File: config.mk
export PLATFORM = sky130hd
export DESIGN_NAME = wb_mem_responder_flat
export DESIGN_NICKNAME = d
export VERILOG_FILES = /design/src/rtl/wb_mem_responder_if.sv /design/src/rtl/wb_mem_responder.sv /design/src/flat_wrapper.sv
export SDC_FILE = /design/constraint.sdc
export NUM_CORES = 1
export LEC_CHECK = 0
export ABC_CLOCK_PERIOD_IN_PS = 7200
export BUFFER_PORTS_ARGS = -buffer_cell sky130_fd_sc_hd__buf_2
export CAP_MARGIN = 20
export CORE_MARGIN = 4
export CORE_UTILIZATION = 70
export CTS_BUF_LIST = sky130_fd_sc_hd__clkbuf_8
export DETAILED_ROUTE_END_ITERATION = 10
export PLACE_DENSITY = 0.85
export SYNTH_ARGS = -nofsm -noshare
export SYNTH_HDL_FRONTEND = slang
export SYNTH_SLANG_ARGS = --single-unit
File: constraint.sdc
create_clock -name i_clk -period 7.2 [get_ports i_clk]
set_input_delay 2.16 -clock i_clk [delete_from_list [all_inputs] [get_ports i_clk]]
set_output_delay 2.16 -clock i_clk [all_outputs]
set_load 0.01 [all_outputs]
File: src/rtl/wb_mem_responder_if.sv
// Pipelined Wishbone B4 bus bundle between a bench master and the memory responder.
// Handshake: a request transfers in any cycle with cyc && stb && !stall; each transfer gets exactly one ack or err later.
interface wb_mem_responder_if #(
   parameter int AW = 5,
   parameter int DW = 32
);
   logic          cyc;
   logic          stb;
   logic          we;
   logic [AW-1:0] addr;
   logic [DW-1:0] wdata;
   logic [DW/8-1:0] sel;
   logic          stall;
   logic          ack;
   logic          err;
   logic [DW-1:0] rdata;

   modport master (
      output cyc, stb, we, addr, wdata, sel,
      input  stall, ack, err, rdata
   );

   modport slave (
      input  cyc, stb, we, addr, wdata, sel,
      output stall, ack, err, rdata
   );
endinterface

File: src/rtl/wb_mem_responder.sv
// Pipelined Wishbone B4 memory responder with fixed ack latency, LFSR stall and one error address.
// Responses travel a LATENCY-deep shift register whose last stage drives the bus outputs directly.
module wb_mem_responder #(
   parameter int            AW        = 5,
   parameter int            DW        = 32,
   parameter int            LATENCY   = 2,
   parameter bit            OPT_STALL = 1'b1,
   parameter logic [AW-1:0] ERR_ADDR  = {AW{1'b1}}
) (
   input  logic               i_clk,
   input  logic               i_reset,
   wb_mem_responder_if.slave  bus
);

   localparam int SW    = DW / 8;
   localparam int DEPTH = 2 ** AW;

   logic [DW-1:0]      mem [DEPTH];
   logic               accept;
   logic               is_err;
   logic               wr_en;
   logic [LATENCY-1:0] pipe_ack;
   logic [LATENCY-1:0] pipe_err;
   logic [DW-1:0]      pipe_data [LATENCY];
   logic [15:0]        lfsr;
   logic               lfsr_fb;
   logic [1:0]         stall_run;
   logic               stall_q;
   logic               stall_next;

   assign accept = bus.cyc && bus.stb && !stall_q;
   assign is_err = (bus.addr == ERR_ADDR);
   assign wr_en  = accept && bus.we && !is_err && !i_reset;

   // Memory contents survive reset.
   always_ff @(posedge i_clk) begin
      if (wr_en) begin
         for (int b = 0; b < SW; b++) begin
            if (bus.sel[b]) begin
               mem[bus.addr][8*b +: 8] <= bus.wdata[8*b +: 8];
            end
         end
      end
   end

   // Dropping cyc discards every in-flight response; data stays zero unless a read ack is carried.
   always_ff @(posedge i_clk or posedge i_reset) begin
      if (i_reset) begin
         pipe_ack <= '0;
         pipe_err <= '0;
         for (int i = 0; i < LATENCY; i++) begin
            pipe_data[i] <= '0;
         end
      end else if (!bus.cyc) begin
         pipe_ack <= '0;
         pipe_err <= '0;
         for (int i = 0; i < LATENCY; i++) begin
            pipe_data[i] <= '0;
         end
      end else begin
         pipe_ack[0]  <= accept && !is_err;
         pipe_err[0]  <= accept && is_err;
         pipe_data[0] <= (accept && !bus.we && !is_err) ? mem[bus.addr] : '0;
         for (int i = 1; i < LATENCY; i++) begin
            pipe_ack[i]  <= pipe_ack[i-1];
            pipe_err[i]  <= pipe_err[i-1];
            pipe_data[i] <= pipe_data[i-1];
         end
      end
   end

   assign bus.ack   = pipe_ack[LATENCY-1];
   assign bus.err   = pipe_err[LATENCY-1];
   assign bus.rdata = pipe_data[LATENCY-1];

   // Fibonacci LFSR x^16+x^14+x^13+x^11; a stall run is cut off after three cycles.
   assign lfsr_fb    = lfsr[0] ^ lfsr[2] ^ lfsr[3] ^ lfsr[5];
   assign stall_next = OPT_STALL && lfsr[0] && lfsr[1] && (stall_run != 2'd3);

   always_ff @(posedge i_clk or posedge i_reset) begin
      if (i_reset) begin
         lfsr      <= 16'hACE1;
         stall_run <= 2'd0;
         stall_q   <= 1'b0;
      end else begin
         lfsr      <= {lfsr_fb, lfsr[15:1]};
         stall_q   <= stall_next;
         stall_run <= stall_next ? stall_run + 2'd1 : 2'd0;
      end
   end

   assign bus.stall = stall_q;

endmodule

File: src/flat_wrapper.sv
// flat-port wrapper written by rule: the top's interface ports become plain ports
module wb_mem_responder_flat 
#(
   parameter int            AW        = 5,
   parameter int            DW        = 32,
   parameter int            LATENCY   = 2,
   parameter bit            OPT_STALL = 1'b1,
   parameter logic [AW-1:0] ERR_ADDR  = {AW{1'b1}}
)
  (i_clk, i_reset, bus_cyc, bus_stb, bus_we, bus_addr, bus_wdata, bus_sel, bus_stall, bus_ack, bus_err, bus_rdata);
  wb_mem_responder_if #(.AW(AW), .DW(DW)) bus_i ();
  input  logic i_clk;
  input  logic i_reset;
  input wire logic [$bits(bus_i.cyc)-1:0] bus_cyc;
  input wire logic [$bits(bus_i.stb)-1:0] bus_stb;
  input wire logic [$bits(bus_i.we)-1:0] bus_we;
  input wire logic [$bits(bus_i.addr)-1:0] bus_addr;
  input wire logic [$bits(bus_i.wdata)-1:0] bus_wdata;
  input wire logic [$bits(bus_i.sel)-1:0] bus_sel;
  output wire logic [$bits(bus_i.stall)-1:0] bus_stall;
  output wire logic [$bits(bus_i.ack)-1:0] bus_ack;
  output wire logic [$bits(bus_i.err)-1:0] bus_err;
  output wire logic [$bits(bus_i.rdata)-1:0] bus_rdata;
  assign bus_i.cyc = bus_cyc;
  assign bus_i.stb = bus_stb;
  assign bus_i.we = bus_we;
  assign bus_i.addr = bus_addr;
  assign bus_i.wdata = bus_wdata;
  assign bus_i.sel = bus_sel;
  assign bus_stall = bus_i.stall;
  assign bus_ack = bus_i.ack;
  assign bus_err = bus_i.err;
  assign bus_rdata = bus_i.rdata;
  wb_mem_responder #(.AW(AW), .DW(DW), .LATENCY(LATENCY), .OPT_STALL(OPT_STALL), .ERR_ADDR(ERR_ADDR)) u_core (.i_clk(i_clk), .i_reset(i_reset), .bus(bus_i));
endmodule
Yosys cells after proc, flatten, opt, wreduce, memory -nomap -nowiden
Memory sizes are Yosys's and may differ from the RTL's.
Cells that the tools add are included.
{"block": "word_totals", "latch_bits": 0, "ff_bits": 87, "rom_bits": 0, "mem_count": 1, "mem_bits_rw": 1024, "output_inout_bits": 35}
{"block": "op_classes", "n_mux": 17, "n_div": 0, "multipliers": 0, "shifts": 0, "reduce_logical": 15, "eq_ne": 2, "bitwise": 3, "n_addsub": 1, "n_lt_le_gt_ge": 0}
{"name": "u_core.mem", "depth": 32, "word_bits": 32, "read_ports": 1, "rd_clocked_by_memory_dff": 0, "wr": 1, "line": "wb_mem_responder.sv:18", "text": "logic [DW-1:0] mem [DEPTH];"}
{"cell": "64-bit 2-to-1 mux", "count": 1}
{"cell": "32-bit 2-to-1 mux", "count": 1}
{"cell": "1-bit 2-to-1 mux", "count": 12}
{"cell": "1-bit logical AND", "count": 11}
{"cell": "2-bit 2-to-1 mux", "count": 3}
{"cell": "5-bit equality test (second input constant)", "count": 1}
{"cell": "1-bit zero test", "count": 4}
{"cell": "1-bit XOR", "count": 3}
{"cell": "2-bit by 1-bit adder with 2-bit output (second input constant)", "count": 1}
{"cell": "2-bit inequality test (second input constant)", "count": 1}

Logic depth before layout (Yosys ltp)
{"block": "logic_depth", "ltp_word": 7, "mapped_depth": 8, "ltp_nobuf": 4}

Worst setup path before layout
Ideal clock, no wire load.
{"block": "synth_path", "path_type": "input -> register", "start": "in bus_addr[0]", "end": "mem u_core.mem[0][16], enable pin", "t_arrival_ps": 3693, "cell_stages": 7, "n_path_buf": 3, "required_time_ps": 6830, "setup_time_ps": 370, "slack_ps": 3137, "path_cell_list": "buf_2 and2_1 buf_2 a2111oi_4 nand2_1 clkbuf_1 nor2_1"}
{"block": "synth_via", "elab_chain_cells": 6}
{"item": "start, declared", "line": "flat_wrapper.sv:17", "text": "input wire logic [$bits(bus_i.addr)-1:0] bus_addr;"}
{"item": "5-bit equality test", "line": "wb_mem_responder.sv:32", "text": "assign is_err = (bus.addr == ERR_ADDR);"}
{"item": "1-bit zero test", "line": "wb_mem_responder.sv:33", "text": "assign wr_en = accept && bus.we && !is_err && !i_reset;"}
{"item": "1-bit logical AND (2 in a row)", "line": "wb_mem_responder.sv:33"}
{"item": "1-bit 2-to-1 mux", "line": "wb_mem_responder.sv:37", "text": "if (wr_en) begin"}
{"item": "1-bit 2-to-1 mux (not written as such)", "line": "wb_mem_responder.sv:40", "text": "mem[bus.addr][8*b +: 8] <= bus.wdata[8*b +: 8];"}
{"item": "end, declared", "line": "wb_mem_responder.sv:18"}
Parallel ways exist; a longest one is shown, timed or not.

Worst setup path in the final report
{"block": "layout_path", "start": "in bus_addr[1]", "end": "mem u_core.mem[17][20], enable pin"}
Same word-level chain as after synthesis.

==> flow_summary_export.csv <==
group,metric,value,unit
clock_network,cts_num_sinks,1111,
grt,gr-usage-all-layers,31.7,%
grt,antenna_found_initial,6,
drt,drt_iter0_drc,3307,
final_layout,drive_gt1_share,13.5,%
placement,dp.cells,3134,
critical_path,crit_buf_inv,2,
placement,port_buffers,80,
yosys,netlist_area,0.0425,mm^2
placement,place_ws,2010,ps
final_layout,layout_common_cells,"edfxtp_1, mux2i_1, o22ai_1",
critical_path,cpPeakStageDelay,600,ps
final_layout,final_nets,2565,
drt,wl_per_cell,29.5,um
sta,finalHoldViolations,0,
run_status,outcome,"finished, final reports clean",
yosys,yosys_warnings,0,
grt,grt_pass1_wl,148,mm
yosys,synth_cell_type_count,34,
critical_path,path_class,"in -> reg",
sta,worstMarginPinSlew,1100,ps
floorplan,die_h,254,um
yosys,async_flop_share,7.83,%
floorplan,initial_utilization,70.5,%
final_layout,final_common_cell,"edfxtp_1",
yosys,synth_edf_count,1024,
sta,period_minus_slack,4440,ps
pwr,max-vdd-ir-drop,0.192,mV
clock_network,cts_root_buffer,"clkbuf_8",
final_layout,multiInputGateArea,0.00867,mm^2
yosys,ys_seq_area_share,77.6,%
clock_network,clkLatencyLatePin,830,ps
final_layout,finalInstanceArea,0.0464,mm^2
critical_path,startpoint_type,"primary input",
clock_network,cts.path.max_buffers,3,
grt,overflow,0,
floorplan,core-area,0.0602,mm^2
floorplan,dieArea,0.0647,mm^2
sta,fmax,0.225,GHz
clock_network,htreeDepth,4,
critical_path,slowest_stage,"nor2_1",
sta,relSlewSlack,26.9,%
grt,grt_max_degree,146,
sta,min_period_over_period,61.6,%
clock_network,cts_resized,0,
critical_path,crit_fanout,82,
clock_network,tritoncts,"done",
pwr,pwr-share-comb,4.2,%
placement,gp_congestion,0.860,
pwr,finalPower,12.4,mW
clock_network,cts_made_buffers,164,
sta,tns,0,ps
critical_path,endpoint_kind,"flop",
drt,dr.pass1.iters,6,
placement,place_hpwl,61.9,mm
critical_path,crit_arrival,4880,ps
final_layout,regArea,0.0329,mm^2
pwr,p_int,9.66,mW
floorplan,rows,90,
final_layout,nFillCells,3100,
clock_network,clkSlewWorstSetupHoldPaths,60,ps
drt,num_vias,23200,
yosys,synth_seq_cells,1111,
floorplan,io_pins,81,
sta,report.final.slew_viol_count,0,
drt,vias_per_cell,6.73,
critical_path,cp_cell_sequence,"buf_8, and2_1, a2111oi_4, nand2_1, buf_4, nor2_1",
sta,fin_ws,2760,ps
sta,setup_viol,0,
yosys,synthCells,2393,
floorplan,die_w,254,um
hold_path,hold_class,"reg -> reg",
critical_path,required,7640,ps
sta,grt_setup_unrepaired,"false",
final_layout,final_cells,3442,
critical_path,critical-path-top-delay-family,"simple AND/OR/NAND/NOR gates",
drt,drt_wl_total,102,mm
sta,fin_skew,43.0,ps
pwr,pwr-share-clk,38.6,%
drt,drc,0,
final_layout,synthToLayoutAreaGrowth,9.28,%
pwr,power_frac_seq,57.2,%
pwr,p_per_area,267,mW/mm^2
pwr,p_switching,2.73,mW
yosys,synth_ff_type,"edfxtp_1",
flow_run,drv_cap,0,
drt,ant_nets,0,
clock_network,post_cts_buffers,0,
yosys,avgSynthCellArea,17.7,um^2
clock_network,holdBufCountCts,0,
placement,post_dp_cell_area,0.0433,mm^2
pwr,switching_share,22.1,%
pwr,leakage,16.7,nW
grt,grt_pass1_vias,23200,
-- routing by layer --
metal / up-vias / wire, um / GRT usage (%)
li1: 9679 / - / -
met2: 1697 / 48200 / 49.5
met3: 326 / 11600 / 8.72
met1: 11400 / 36500 / 42.2
met5: - / 41 / 0
met4: 6 / 5360 / 15.6
-- power groups by stage --
stage          Combinational [mW]  Clock (mW)  Sequential, mW
2_1_floorplan               0.286           0            7.22
3_3_place_gp                0.488           0            7.22
3_5_place_dp                0.505           0            7.22
4_1_cts                     0.507        4.81            7.09
5_1_grt                     0.536        5.14            7.09
6_report                    0.516        4.78            7.09
-- layout make-up --
cell class	instances	share of cell area [%]
Sequential cell	1111	71.0
Tap cell	782	2.11
Clock inverter	115	1.09
Multi-Input combinational cell	1132	18.7
Antenna cell	2	0.0108
Inverter	2	0.0216
Clock buffer	191	5.66
Timing Repair Buffer	107	1.45
-- synthesized netlist by cell type (all sizes together) (8+ instances only) --
master	instances	area share, %
edfxtp	1024	72
mux2i	512	12
o22ai	256	4.0
nor2	129	1.1
buf	128	1.9
dfrtp	79	4.7
nor4	64	0.94
clkbuf	51	0.45
and2	36	0.53
nand2	35	0.31
a21oi	33	0.39
dfstp	8	0.49
-- worst paths after layout --
path                                   from                    to  slack [ps]  cells after the start
max                             bus_addr[1]    u_core.mem[17][20]        2760                      6
min                          u_core.lfsr[8]        u_core.lfsr[7]         350                      0
max reg2reg                u_core.bus.stall    u_core.mem[17][20]        4230                      5
min reg2reg                  u_core.lfsr[8]        u_core.lfsr[7]         350                      0
max in group asynchronous           i_reset  u_core.bus.rdata[24]        4560                      3
min in group asynchronous           i_reset  u_core.pipe_data[53]        1490                      2
-- registers in the layout, indices dropped and copies added, names as in the netlist --
name	cells
u_core.pipe_data	32
u_core.stall_run	2
u_core.pipe_ack	2
u_core.mem	1024
u_core.bus.stall	1
u_core.bus.rdata	32
u_core.pipe_err	2
u_core.lfsr	16
-- worst reg2reg max path, stage by stage, from the launching register on --
cell and delay (ps):
dfrtp_1 440, nand3b_1 290, a2111oi_4 400, nand2_1 450, buf_4 400, nor2_1 610
-- stage by stage --
step	utilization (%)	hold slack, ps
2_1_floorplan	-	331
3_3_place_gp	71.8	338
3_5_place_dp	71.8	337
4_1_cts	77.0	354
5_1_grt	77.0	352
6_report	77.0	353
-- logic make-up (layout without fill, tap and decap cells) --
family / after synthesis / in the layout / synth area share [%]
AOI/OAI and AO/OA: 290 / 290 / 4.45
muxes: 512 / 512 / 12.1
xor gates and xnor gates: 3 / 3 / 0.0619
and+or+nand+nor: 294 / 294 / 3.50
adders and majority gates: 1 / 1 / 0.0295
buffers and inverters: 181 / 415 / 2.33
DFF: 1111 / 1111 / 77.6
other: 1 / 34 / 0.00883
Power figures use the tool's default switching activity.
